**src/rtl/hall_call_panel_pkg.sv**
```systemverilog
// Shared constants and FSM encoding for the hall-call panel and elevator scheduler.
// Latency: n/a (types and constants only).
// Backpressure: n/a.
package hall_call_panel_pkg;

    localparam int NUM_FLOORS = 16;
    localparam int FLOOR_W    = 4;

    typedef enum logic [0:0] {
        ST_IDLE = 1'b0,
        ST_GAP  = 1'b1
    } panel_state_t;

endpackage

```
**src/rtl/hall_call_panel_rr_pick16.sv**
```systemverilog
// Round-robin picker: first set request at or above ptr, wrapping 15 -> 0.
// Latency: purely combinational.
// Backpressure: none; the caller decides whether to consume the pick.
module rr_pick16
    import hall_call_panel_pkg::*;
(
    input  logic [NUM_FLOORS-1:0] req,
    input  logic [FLOOR_W-1:0]    ptr,
    output logic [FLOOR_W-1:0]    idx,
    output logic                  found
);

    logic [NUM_FLOORS-1:0] rot;
    logic [FLOOR_W-1:0]    off;

    // Rotate requests so ptr sits at bit 0, then take the lowest set offset.
    always_comb begin
        rot   = '0;
        off   = '0;
        found = 1'b0;
        for (int i = 0; i < NUM_FLOORS; i++) begin
            rot[i] = req[FLOOR_W'(ptr + FLOOR_W'(i))];
        end
        for (int i = NUM_FLOORS - 1; i >= 0; i--) begin
            if (rot[i]) begin
                off   = FLOOR_W'(i);
                found = 1'b1;
            end
        end
    end

    assign idx = ptr + off;

endmodule

```
**src/rtl/hall_call_panel.sv**
```systemverilog
// Hall-call panel: latches button presses, lights lamps, issues floor requests round-robin.
// Latency: press sampled at E0 -> lamp after E0 -> req_valid pulse after E1 (FSM idle).
// Backpressure: none from downstream; requests are rate-limited by a GAP_CYC idle gap.
module hall_call_panel
    import hall_call_panel_pkg::*;
#(
    parameter int GAP_CYC     = 2,
    parameter int REISSUE_CYC = 1024
) (
    input  logic                  clk,
    input  logic                  rst,
    input  logic [NUM_FLOORS-1:0] btn,
    input  logic [FLOOR_W-1:0]    floor_l1,
    input  logic [FLOOR_W-1:0]    floor_l2,
    output logic                  req_valid,
    output logic [FLOOR_W-1:0]    req_new,
    output logic [NUM_FLOORS-1:0] lamp,
    output logic                  busy
);

    panel_state_t          state, state_nxt;
    logic [NUM_FLOORS-1:0] btn_q;
    logic                  primed;
    logic [NUM_FLOORS-1:0] pending, pending_nxt;
    logic [NUM_FLOORS-1:0] issued, issued_nxt;
    logic [NUM_FLOORS-1:0] clr, btn_rise, cand;
    logic [FLOOR_W-1:0]    rr_ptr;
    logic [FLOOR_W-1:0]    pick_idx;
    logic                  pick_found;
    logic                  issue_go;
    logic [7:0]            gap_cnt;
    logic [15:0]           sweep_cnt;
    logic                  sweep_tc;

    // A floor is cleared whenever either car is standing at it.
    always_comb begin
        clr = '0;
        for (int i = 0; i < NUM_FLOORS; i++) begin
            clr[i] = (floor_l1 == FLOOR_W'(i)) || (floor_l2 == FLOOR_W'(i));
        end
    end

    // No edges during the first cycle out of reset: that cycle only loads the
    // button history, so buttons held across reset must be released first.
    assign btn_rise    = primed ? (btn & ~btn_q) : '0;
    assign pending_nxt = (pending | btn_rise) & ~clr;
    assign cand        = pending & ~issued & ~clr;
    assign sweep_tc    = (sweep_cnt == 16'(REISSUE_CYC - 1));

    rr_pick16 u_pick (
        .req   (cand),
        .ptr   (rr_ptr),
        .idx   (pick_idx),
        .found (pick_found)
    );

    // Issued bookkeeping: sweep clears all, a same-cycle issue still sets its bit.
    always_comb begin
        issued_nxt = sweep_tc ? '0 : issued;
        if (issue_go) begin
            issued_nxt[pick_idx] = 1'b1;
        end
        issued_nxt = issued_nxt & ~clr;
    end

    // FSM next-state: issue one request from IDLE, then sit out the gap.
    always_comb begin
        state_nxt = state;
        issue_go  = 1'b0;
        case (state)
            ST_IDLE: begin
                if (pick_found) begin
                    issue_go  = 1'b1;
                    state_nxt = ST_GAP;
                end
            end
            ST_GAP: begin
                if (gap_cnt == 8'd1) begin
                    state_nxt = ST_IDLE;
                end
            end
            default: state_nxt = ST_IDLE;
        endcase
    end

    // FSM state register.
    always_ff @(posedge clk or negedge rst) begin
        if (!rst) begin
            state <= ST_IDLE;
        end else begin
            state <= state_nxt;
        end
    end

    // Datapath registers: call tracking, pointer, counters and registered outputs.
    always_ff @(posedge clk or negedge rst) begin
        if (!rst) begin
            btn_q     <= '0;
            primed    <= 1'b0;
            pending   <= '0;
            issued    <= '0;
            rr_ptr    <= '0;
            gap_cnt   <= '0;
            sweep_cnt <= '0;
            req_valid <= 1'b0;
            req_new   <= '0;
            busy      <= 1'b0;
        end else begin
            btn_q     <= btn;
            primed    <= 1'b1;
            pending   <= pending_nxt;
            issued    <= issued_nxt;
            sweep_cnt <= sweep_tc ? 16'd0 : sweep_cnt + 16'd1;
            req_valid <= issue_go;
            busy      <= |pending_nxt;
            if (issue_go) begin
                req_new <= pick_idx;
                rr_ptr  <= pick_idx + FLOOR_W'(1);
                gap_cnt <= 8'(GAP_CYC);
            end else if (state == ST_GAP && gap_cnt != 8'd0) begin
                gap_cnt <= gap_cnt - 8'd1;
            end
        end
    end

    assign lamp = pending;

endmodule

```
**config.mk**
```make
export PLATFORM = sky130hd
export DESIGN_NAME = hall_call_panel
export DESIGN_NICKNAME = d
export VERILOG_FILES = /design/src/rtl/hall_call_panel_pkg.sv /design/src/rtl/hall_call_panel_rr_pick16.sv /design/src/rtl/hall_call_panel.sv
export SDC_FILE = /design/constraint.sdc
export NUM_CORES = 1
export LEC_CHECK = 0
export CELL_PAD_IN_SITES_DETAIL_PLACEMENT = 1
export CELL_PAD_IN_SITES_GLOBAL_PLACEMENT = 1
export CORE_ASPECT_RATIO = 0.6
export CORE_UTILIZATION = 42
export DETAILED_ROUTE_END_ITERATION = 7
export HOLD_SLACK_MARGIN = 0.03
export PLACE_DENSITY = 0.78
export SLEW_MARGIN = 10
export SYNTH_ARGS = -nofsm -noshare
export SYNTH_HDL_FRONTEND = slang
export SYNTH_SLANG_ARGS = --single-unit
```
**constraint.sdc**
```tcl
create_clock -name clk -period 5.8 [get_ports clk]
set_input_delay 0.58 -clock clk [delete_from_list [all_inputs] [get_ports clk]]
set_output_delay 0.58 -clock clk [all_outputs]
set_load 0.01 [all_outputs]
```
==> results.tsv <==
metric	value	unit
status	completed	
fin_worst_skew	9.943	ps
final_common_cell	sky130_fd_sc_hd__dfrtp_1	
fin_total_pwr	4.784	mW
cts.sink_count	84	
die_y	93.21	um
max_slew.worst_pin.slew	881.5	ps
post_drt_wl_per_cell	22.54	um
placementRows	32	
overflow	0	
maxSlewViolCount	0	
yosys_register_bits	84	
layout_common_cells	sky130_fd_sc_hd__dfrtp_1, sky130_fd_sc_hd__nor2_1, sky130_fd_sc_hd__nand2_1	
crit_fanout	9	
worstSetupPathType	input pin to register	
peakVddDrop	0.4204	mV
yosys_warnings	0	
floorplan.initialDensity	44.21	%
number_of_cts_inserted_buffers	9	
hold_class	input pin to async pin	
synth-edff-count	0	
rsz0062_at_grt	no	
cts-resized-gates	0	
synth_sequential_area_ratio	36.10	%
fp.dieArea	14350	um2
setup_viol	0	
cts.hold.buffers_added	0	
library_cell_occupying_the_most_area_in_the_post_synthesis_netlist	sky130_fd_sc_hd__dfrtp_1	
synth.lib_cells_used.distinct	59	
synthToLayoutAreaGrowth	15.94	%
cts_root_buffer	sky130_fd_sc_hd__clkbuf_16	
via_count_of_the_first_global_routing_pass	5237	
mean_post_synth_cell_area	9.870	um2
hold_viol	0	
clock_tree_from_tritoncts	done	
hpwlAfterDp	14.01	mm
detail_route.drc_violations	0	
gp_routability_congestion	0.9377	
critical_path_required	6060	ps
dr.first_iter.drc_count	295	
global_route.usage.total	26.93	%
routed-via-count	4995	
via_per_inst	6.205	
grt_antenna_before_repair	0	
layout-drive-gt1-share	13.07	%
placedCellCount	789	
global_route_wire_length_before_repair	29.48	mm
timing.critical_path.arrival	5780	ps
peak_clock_frequency_supported_by_timing	181.0	MHz
synth_area	5823	um2
clock_insertion_delay_worst_skew	340	ps
synth.net_count	635	
setup_tns	0	ps
synthesis.instances	590	
maximum_number_of_pins_on_one_net_before_global_route_repair	58	
clk_pin_slew	70	ps
timing.final.crit_share	95.27	%
nets	675	
dominantRegCellSynth	sky130_fd_sc_hd__dfrtp_1	
wirelength	18.15	mm
final_cells	805	
port_buffers	47	
chipWidth	154.0	um
max_slew_margin	41.24	%
num_io_pins	48	
static-leakage-power	2.789	nW
antenna_cells	0	
power_density	708.6	nW/um2
final_antenna_net_count	0	
dr.pass1.iters	5	
clk_path_buf_depth	2	
ys_top_cells_by_area	sky130_fd_sc_hd__dfrtp_1, sky130_fd_sc_hd__mux4_2, sky130_fd_sc_hd__ha_1	
cts_setup_buffers	0	
drv_cap	0	
finalWorstPathRequiredPeriod	5525	ps
critPathCaptureType	register	
fillers	1452	
htree_num_levels	3	
core-area	13170	um2
synth_async_sr_flop_share	100.0	%
netlist.area_leader.share	36.10	%
worst_setup_path_start_kind	input pin	
## synth_stat cells, types with 8 or more instances
library cell and count:
sky130_fd_sc_hd__and2_1 8, sky130_fd_sc_hd__mux4_2 31, sky130_fd_sc_hd__xor2_1 15, sky130_fd_sc_hd__clkbuf_1 21
sky130_fd_sc_hd__and3_1 14, sky130_fd_sc_hd__o22ai_1 16, sky130_fd_sc_hd__nand2b_1 10, sky130_fd_sc_hd__ha_1 18
sky130_fd_sc_hd__or4b_1 8, sky130_fd_sc_hd__o221ai_1 10, sky130_fd_sc_hd__o21a_1 9, sky130_fd_sc_hd__o221a_2 10
sky130_fd_sc_hd__a31oi_1 10, sky130_fd_sc_hd__nand3_1 15, sky130_fd_sc_hd__nand2_1 55, sky130_fd_sc_hd__nor3_1 16
sky130_fd_sc_hd__nor2b_1 23, sky130_fd_sc_hd__nor2_1 57, sky130_fd_sc_hd__and3b_1 10, sky130_fd_sc_hd__dfrtp_1 84
sky130_fd_sc_hd__xnor2_1 21, sky130_fd_sc_hd__inv_1 21, sky130_fd_sc_hd__a22oi_1 20, sky130_fd_sc_hd__a21oi_1 14
## flip-flops by register name, indices dropped and copies added, names as in the netlist
signal     count
gap_cnt        8
btn_q         16
req_valid      1
sweep_cnt     16
issued        16
rr_ptr         4
req_new        4
primed         1
lamp          16
state          1
busy           1
## kinds of logic (layout without fill, tap and decap cells)
logic type	after synthesis	in the layout	share of synthesized area [%]
buf+inv	53	98	3.911
fa+ha+maj	19	19	4.212
simple gates	243	243	22.09
other cells	1	1	0.06440
flops	84	84	36.10
mux	38	38	13.47
compound gates	116	116	14.74
xor+xnor	36	36	5.415
## path summary, 6_finish.rpt
check	from	slack, ps	depth (start not counted)	to
max	floor_l1[1]	270	19	issued[1]$_DFF_PN0_
min	rst	150	1	btn_q[12]$_DFF_PN0_
max reg2reg	rr_ptr[0]$_DFFE_PN0P_	790	17	issued[1]$_DFF_PN0_
min reg2reg	sweep_cnt[4]$_DFF_PN0_	480	1	sweep_cnt[4]$_DFF_PN0_
max in group asynchronous	rst	4570	2	gap_cnt[2]$_DFFE_PN0P_
min in group clk	sweep_cnt[4]$_DFF_PN0_	480	1	sweep_cnt[4]$_DFF_PN0_
## stage by stage
stage | utilization, % | instance area, um2 | worst slack (ps) | hold WS [ps]
finish | 51.25 | 6751 | 274.6 | 147.6
global route | 51.25 | 6751 | 1.013 | 161.4
CTS | 51.19 | 6743 | 270.9 | 157.5
detailed placement | 49.01 | 6456 | -71.04 | 476.5
global placement | 49.01 | 6456 | 89.99 | 456.1
floorplan | - | 5823 | 389.0 | 284.4
## metal layers
metal	track usage (%)	routed length (um)
met1	37.33	8543
met2	42.58	8223
met3	6.812	1148
met4	6.000	230
met5	0	0
## cell type report
class	instances	area (um2)	area share, %
Multi-Input combinational cell	453	3502	51.87
Sequential cell	84	2102	31.13
Timing Repair Buffer	60	565.5	8.377
Clock buffer	10	239.0	3.540
Tap cell	170	212.7	3.150
Inverter	22	82.58	1.223
Clock inverter	6	47.55	0.7042
## power breakdown
part	switching (mW)	internal, mW	leakage, nW	total, mW
Combinational	1.95	1.49	1.62	3.44
Clock	0.252	0.305	0.128	0.557
Sequential	0.0940	0.693	1.04	0.787
## worst max-delay path, cell delays in order
cell	delay, ps
sky130_fd_sc_hd__clkdlybuf4s50_1	530
sky130_fd_sc_hd__or4b_1	630
sky130_fd_sc_hd__and3_1	220
sky130_fd_sc_hd__mux4_2	490
sky130_fd_sc_hd__mux4_2	550
sky130_fd_sc_hd__o21bai_1	190
sky130_fd_sc_hd__and3b_1	160
sky130_fd_sc_hd__o21ai_0	160
sky130_fd_sc_hd__a21oi_1	90
sky130_fd_sc_hd__o31ai_1	300
sky130_fd_sc_hd__ha_1	240
sky130_fd_sc_hd__fa_1	440
sky130_fd_sc_hd__inv_1	130
sky130_fd_sc_hd__ha_1	180
sky130_fd_sc_hd__nor2b_1	230
sky130_fd_sc_hd__nand2_1	170
sky130_fd_sc_hd__nor2_1	200
sky130_fd_sc_hd__a22oi_1	80
sky130_fd_sc_hd__a21boi_0	220
Note: power is estimated with default switching activity, not from simulation.
